<file path="src/rtl/img_pkg.sv">
// ---------------------------------------------------------------------------
// img_pkg
// Shared types and constants for the RGB image pipeline.
//   pixel_t          : 8-bit red/green/blue triple
//   *_MSB / *_LSB    : bit positions of each colour in a packed 24-bit RAM word
//   IMG_W_DEF/H_DEF  : default frame geometry
//   streamer_state_t : pixel_streamer FSM states
// ---------------------------------------------------------------------------
package img_pkg;

    localparam int IMG_W_DEF = 256;
    localparam int IMG_H_DEF = 256;

    localparam int R_MSB = 23;
    localparam int R_LSB = 16;
    localparam int G_MSB = 15;
    localparam int G_LSB = 8;
    localparam int B_MSB = 7;
    localparam int B_LSB = 0;

    typedef struct packed {
        logic [7:0] r;
        logic [7:0] g;
        logic [7:0] b;
    } pixel_t;

    typedef enum logic [1:0] {
        IDLE  = 2'd0,
        RUN   = 2'd1,
        DRAIN = 2'd2,
        DONE  = 2'd3
    } streamer_state_t;

endpackage

</file>
<file path="src/rtl/pixel_streamer_raster_counter.sv">
// ---------------------------------------------------------------------------
// raster_counter
// Column/row/linear-index counters for raster-order frame traversal.
//   clk, rst      : clock, synchronous active-high reset
//   i_clr         : synchronous clear of all counters
//   i_adv         : advance one pixel
//   o_index       : linear pixel index (RAM address)
//   o_last_col    : current column is the last of its row
//   o_last_pixel  : current pixel is the last of the frame
// ---------------------------------------------------------------------------
module raster_counter
    import img_pkg::*;
#(
    parameter int IMG_W  = IMG_W_DEF,
    parameter int IMG_H  = IMG_H_DEF,
    parameter int ADDR_W = 16,
    parameter int COL_W  = (IMG_W > 1) ? $clog2(IMG_W) : 1,
    parameter int ROW_W  = (IMG_H > 1) ? $clog2(IMG_H) : 1
) (
    input  logic              clk,
    input  logic              rst,
    input  logic              i_clr,
    input  logic              i_adv,
    output logic [ADDR_W-1:0] o_index,
    output logic              o_last_col,
    output logic              o_last_pixel
);

    localparam logic [COL_W-1:0] LAST_COL = COL_W'(IMG_W - 1);
    localparam logic [ROW_W-1:0] LAST_ROW = ROW_W'(IMG_H - 1);

    logic [COL_W-1:0]  r_col;
    logic [ROW_W-1:0]  r_row;
    logic [ADDR_W-1:0] r_idx;

    assign o_last_col   = (r_col == LAST_COL);
    assign o_last_pixel = o_last_col && (r_row == LAST_ROW);
    assign o_index      = r_idx;

    always_ff @(posedge clk) begin
        if (rst || i_clr) begin
            r_col <= '0;
            r_row <= '0;
            r_idx <= '0;
        end else if (i_adv) begin
            if (o_last_col) begin
                r_col <= '0;
                r_row <= (r_row == LAST_ROW) ? '0 : r_row + 1'b1;
            end else begin
                r_col <= r_col + 1'b1;
            end
            // Index parks on the final pixel so the address never wraps
            // even when the frame exactly fills the address space.
            if (!o_last_pixel) begin
                r_idx <= r_idx + 1'b1;
            end
        end
    end

endmodule

</file>
<file path="src/rtl/pixel_streamer.sv">
// ---------------------------------------------------------------------------
// pixel_streamer
// Reads one frame from a synchronous-read pixel RAM in raster order and
// presents each pixel as R/G/B with a one-cycle done_o strobe.
//   clk, rst        : clock, synchronous active-high reset
//   start_i         : begin a frame (only honoured in IDLE)
//   hold_i          : suppress new RAM reads
//   mem_rd_o        : RAM read enable (combinational)
//   mem_addr_o      : RAM read address (registered pixel index)
//   mem_data_i      : RAM data, valid the cycle after mem_rd_o
//   red/green/blue_o: current pixel, held between strobes
//   done_o, eol_o   : pixel strobe, end-of-line tag
//   frame_done_o    : pulse the cycle after the final done_o
//   busy_o          : frame in progress
//
// state | meaning
// ------+--------------------------------------------------------------
// IDLE  | waiting for start_i
// RUN   | issuing reads, paced by gap counter and hold_i
// DRAIN | all reads issued, waiting for the last pixel to be emitted
// DONE  | frame_done_o pulse, back to IDLE
// ---------------------------------------------------------------------------
module pixel_streamer
    import img_pkg::*;
#(
    parameter int IMG_W  = IMG_W_DEF,
    parameter int IMG_H  = IMG_H_DEF,
    parameter int ADDR_W = 16,
    parameter int GAP    = 0
) (
    input  logic              clk,
    input  logic              rst,
    input  logic              start_i,
    input  logic              hold_i,
    output logic              mem_rd_o,
    output logic [ADDR_W-1:0] mem_addr_o,
    input  logic [23:0]       mem_data_i,
    output logic [7:0]        red_o,
    output logic [7:0]        green_o,
    output logic [7:0]        blue_o,
    output logic              done_o,
    output logic              eol_o,
    output logic              frame_done_o,
    output logic              busy_o
);

    localparam int             GAP_W    = (GAP > 0) ? $clog2(GAP + 1) : 1;
    localparam logic [GAP_W-1:0] GAP_LOAD = GAP_W'(GAP);

    streamer_state_t r_state, w_state_nxt;

    logic [GAP_W-1:0] r_gap;
    logic             w_issue;
    logic             w_cnt_clr;
    logic             w_last_col;
    logic             w_last_pixel;

    logic             r_vld;
    logic             r_vld_eol;
    logic             r_done;
    logic             r_eol;
    pixel_t           r_pix;

    raster_counter #(
        .IMG_W  (IMG_W),
        .IMG_H  (IMG_H),
        .ADDR_W (ADDR_W)
    ) u_raster (
        .clk          (clk),
        .rst          (rst),
        .i_clr        (w_cnt_clr),
        .i_adv        (w_issue),
        .o_index      (mem_addr_o),
        .o_last_col   (w_last_col),
        .o_last_pixel (w_last_pixel)
    );

    always_ff @(posedge clk) begin
        if (rst) begin
            r_state <= IDLE;
        end else begin
            r_state <= w_state_nxt;
        end
    end

    always_comb begin
        w_state_nxt = r_state;
        w_issue     = 1'b0;
        w_cnt_clr   = 1'b0;
        case (r_state)
            IDLE: begin
                if (start_i) begin
                    w_cnt_clr   = 1'b1;
                    w_state_nxt = RUN;
                end
            end
            RUN: begin
                w_issue = !hold_i && (r_gap == '0);
                if (w_issue && w_last_pixel) begin
                    w_state_nxt = DRAIN;
                end
            end
            DRAIN: begin
                // Last strobe is on done_o with nothing left in the pipe.
                if (r_done && !r_vld) begin
                    w_state_nxt = DONE;
                end
            end
            DONE:    w_state_nxt = IDLE;
            default: w_state_nxt = IDLE;
        endcase
    end

    // Gap counter keeps running under hold_i so pacing is not stretched.
    always_ff @(posedge clk) begin
        if (rst || w_cnt_clr) begin
            r_gap <= '0;
        end else if (w_issue) begin
            r_gap <= GAP_LOAD;
        end else if (r_gap != '0) begin
            r_gap <= r_gap - 1'b1;
        end
    end

    // Return path: issue -> valid stage (data arrives) -> colour regs + strobe.
    always_ff @(posedge clk) begin
        if (rst) begin
            r_vld     <= 1'b0;
            r_vld_eol <= 1'b0;
            r_done    <= 1'b0;
            r_eol     <= 1'b0;
            r_pix     <= '0;
        end else begin
            r_vld     <= w_issue;
            r_vld_eol <= w_issue && w_last_col;
            r_done    <= r_vld;
            r_eol     <= r_vld && r_vld_eol;
            if (r_vld) begin
                r_pix.r <= mem_data_i[R_MSB:R_LSB];
                r_pix.g <= mem_data_i[G_MSB:G_LSB];
                r_pix.b <= mem_data_i[B_MSB:B_LSB];
            end
        end
    end

    assign mem_rd_o     = w_issue;
    assign red_o        = r_pix.r;
    assign green_o      = r_pix.g;
    assign blue_o       = r_pix.b;
    assign done_o       = r_done;
    assign eol_o        = r_eol;
    assign frame_done_o = (r_state == DONE);
    assign busy_o       = (r_state != IDLE);

endmodule

</file>
<file path="config.mk">
export PLATFORM = sky130hd
export DESIGN_NAME = pixel_streamer
export DESIGN_NICKNAME = d
export VERILOG_FILES = /design/src/rtl/img_pkg.sv /design/src/rtl/pixel_streamer_raster_counter.sv /design/src/rtl/pixel_streamer.sv
export SDC_FILE = /design/constraint.sdc
export NUM_CORES = 1
export LEC_CHECK = 0
export CAP_MARGIN = 20
export CORE_MARGIN = 4
export CORE_UTILIZATION = 50
export CTS_BUF_LIST = sky130_fd_sc_hd__clkbuf_4
export DETAILED_ROUTE_END_ITERATION = 10
export HOLD_SLACK_MARGIN = 0.12
export PLACE_DENSITY = 0.89
export SLEW_MARGIN = 10
export SYNTH_ARGS = -nofsm -noshare
export SYNTH_HDL_FRONTEND = slang
export SYNTH_SLANG_ARGS = --single-unit
export TNS_END_PERCENT = 50
</file>
<file path="constraint.sdc">
create_clock -name clk -period 2.3 [get_ports clk]
set_input_delay 0.23 -clock clk [delete_from_list [all_inputs] [get_ports clk]]
set_output_delay 0.23 -clock clk [all_outputs]
set_load 0.05 [all_outputs]
</file>
==> flow_summary.json <==
{
  "drv_cap": 0,
  "crit_chain": "inv_1 > ha_1 > or3b_4 > inv_2 > buf_12",
  "ioPinCount": 73,
  "nets": 395,
  "layout-drive-gt1-share": 0.0904,
  "synth-edff-count": 0,
  "start_util": 0.521,
  "worstMarginPinSlew_ns": 0.533,
  "synth_top_area_frac": 0.471,
  "clockRootBuffer": "clkbuf_4",
  "routabilityCongestion": 0.817,
  "antenna_found_initial": 0,
  "powerDensity_nw_per_um2": 665,
  "overflow": 0,
  "synth_seq_cells": 63,
  "clock_skew_ns": 0.00752,
  "synth_top_area_cell": "dfxtp_1",
  "finalHoldViolCount": 0,
  "postCtsSetupBuffers": 0,
  "die_height_um": 81.2,
  "ctsResizeCount": 0,
  "synth.distinct_cells": 39,
  "clk_pin_slew_worst_paths_ns": 0.09,
  "grt_usage": 0.194,
  "port_buffers": 72,
  "synth.most_common_cell": "dfxtp_1",
  "synth_nets": 318,
  "setup.worst_path.start_class": "flip-flop",
  "rsz0062_at_grt": "no",
  "leakagePower_nw": 1.32,
  "fin_crit_ns": 2.13,
  "multi_input_area_um2": 1340,
  "insertion_delay_ns": 0.40,
  "htree_num_levels": 3,
  "r2r_setup_slack_ns": 0.17,
  "cp.required_ns": 2.07,
  "ys.flop_type": "dfxtp_1",
  "cp_slowest_cell": "or3b_4",
  "finalCritPeriodShare": 0.927,
  "regArea_um2": 1260,
  "synthCells": 283,
  "dieArea_um2": 6600,
  "routed_wl_um": 5960,
  "fillCellCount": 399,
  "firstDrtPassIters": 4,
  "die_x_um": 81.2,
  "syn_area_um2": 2680,
  "path_max_fanout": 12,
  "fin_total_pwr_mw": 2.41,
  "relSlewSlack": 0.644,
  "yosysWarnings": 0,
  "rows": 26,
  "finalMaxSlewViolations": 0,
  "design.core.area_um2": 5140,
  "hold_path.class": "flip-flop to flip-flop",
  "setup_viol": 0,
  "numCtsBuffers": 9,
  "synth_area_leaders": "dfxtp_1 (47%), mux2i_1 (9.7%), nor2_1 (7.0%)",
  "via_per_inst": 5.19,
  "ir_drop_v": 0.000332,
  "dp_hpwl_um": 4450,
  "drtAntennaViolNets": 0,
  "status": "finished, final reports clean",
  "setup-tns-final_ns": 0,
  "syn_area_per_cell_um2": 9.47,
  "grt_max_degree": 28,
  "holdBufCountCts": 0,
  "ys_async_sr_fraction": 0,
  "slowest_delay_ns": 0.50,
  "cts_num_sinks": 63,
  "clockBufferDepth": 2,
  "crit_arrival_ns": 1.90,
  "drc": 0,
  "area_growth_pct": 35.1,
  "antenna_cells": 0,
  "cts_tree": "built",
  "critPathCaptureType": "output pin",
  "avgRoutedWirePerCell_um": 13.7,
  "ys_seq_area_frac": 0.471,
  "grt_pass1_wl_um": 9880,
  "grt_pass1_vias": 2236,
  "vias": 2256,
  "crit_type": "flip-flop to output pin",
  "fmax_mhz": 469,
  "synth_common_cells": "dfxtp_1 (63), nor2_1 (50), mux2i_1 (26)",
  "drtIter0Drc": 81
}
==> cells in the final DEF (no fill, tap or decap), drive strengths merged, types with 3 or more instances in the layout <==
master	n
xnor2	10
and3	3
nor4	4
clkdlybuf4s50	70
a21oi	9
clkbuf	11
or3	4
inv	7
ha	7
xor2	13
nand4	12
clkinv	4
dfxtp	63
mux2i	26
o21ai	7
buf	7
nand2	17
nand3	12
nor3	11
nor2	50
==> cell families after synthesis <==
family,count (synthesis),share of synthesized area
simple gates,121,0.240
flops,63,0.471
mux,26,0.0971
compound gates,23,0.0500
xor+xnor,23,0.0752
buf+inv,19,0.0331
fa+ha+maj,7,0.0327
other cells,1,0.00140
==> registers in the layout (all words and copies together) (netlist names) <==
signal            count
done_o                1
eol_o                 1
green_o               8
red_o                 8
blue_o                8
u_raster.o_index     16
u_raster.r_col        8
r_gap                 1
u_raster.r_row        8
r_state               2
r_vld_eol             1
r_vld                 1
==> per-stage QoR <==
| step | setup slack [ns] | hold WS (ns) | cell area (µm²) | utilization | cells |
|---|---|---|---|---|---|
| floorplan | 0.238 | 0.309 | 2680 | - | 283 |
| global placement | 0.151 | 0.415 | 3480 | 0.677 | 419 |
| detailed placement | 0.108 | 0.415 | 3480 | 0.677 | 419 |
| CTS | 0.0219 | 0.421 | 3610 | 0.703 | 435 |
| global route | 0.0422 | 0.435 | 3620 | 0.704 | 435 |
| finish | 0.167 | 0.434 | 3620 | 0.704 | 435 |
==> path summary, 6_finish.rpt <==
check                                            end       start  depth (start not counted)
worst max register to register  u_raster.o_index[10]  r_state[1]                          7
worst min register to register                 eol_o   r_vld_eol                          1
worst max-delay path                        mem_rd_o  r_state[1]                          5
worst min-delay path                           eol_o   r_vld_eol                          1
==> layer usage <==
layer	up-vias	wire, µm	track usage
li1	1126	-	-
met1	1046	2720	0.226
met2	76	2710	0.323
met3	8	459	0.0698
met4	0	67	0.0777
met5	-	0	0
==> area by class of cell <==
type,count,area share
tap,70,0.0242
inverter,7,0.00726
timing repair buffer,78,0.215
sequential,63,0.348
multi-input combinational,201,0.369
clock inverter,5,0.0135
clock buffer,11,0.0228
==> critical path: cells and delay by family (launching register included) <==
kind	cells	cell delay, ns
flip-flops	1	0.36
adder cells (fa/ha/maj)	1	0.21
AND/OR/NAND/NOR	1	0.50
buffers and inverters	3	0.44
==> report_power, final <==
part           internal (mW)  switching, mW  total, mW
clock                  0.348          0.385      0.733
sequential              1.13         0.0302       1.16
combinational          0.208          0.312      0.520
(Power assumes the default switching activity.)
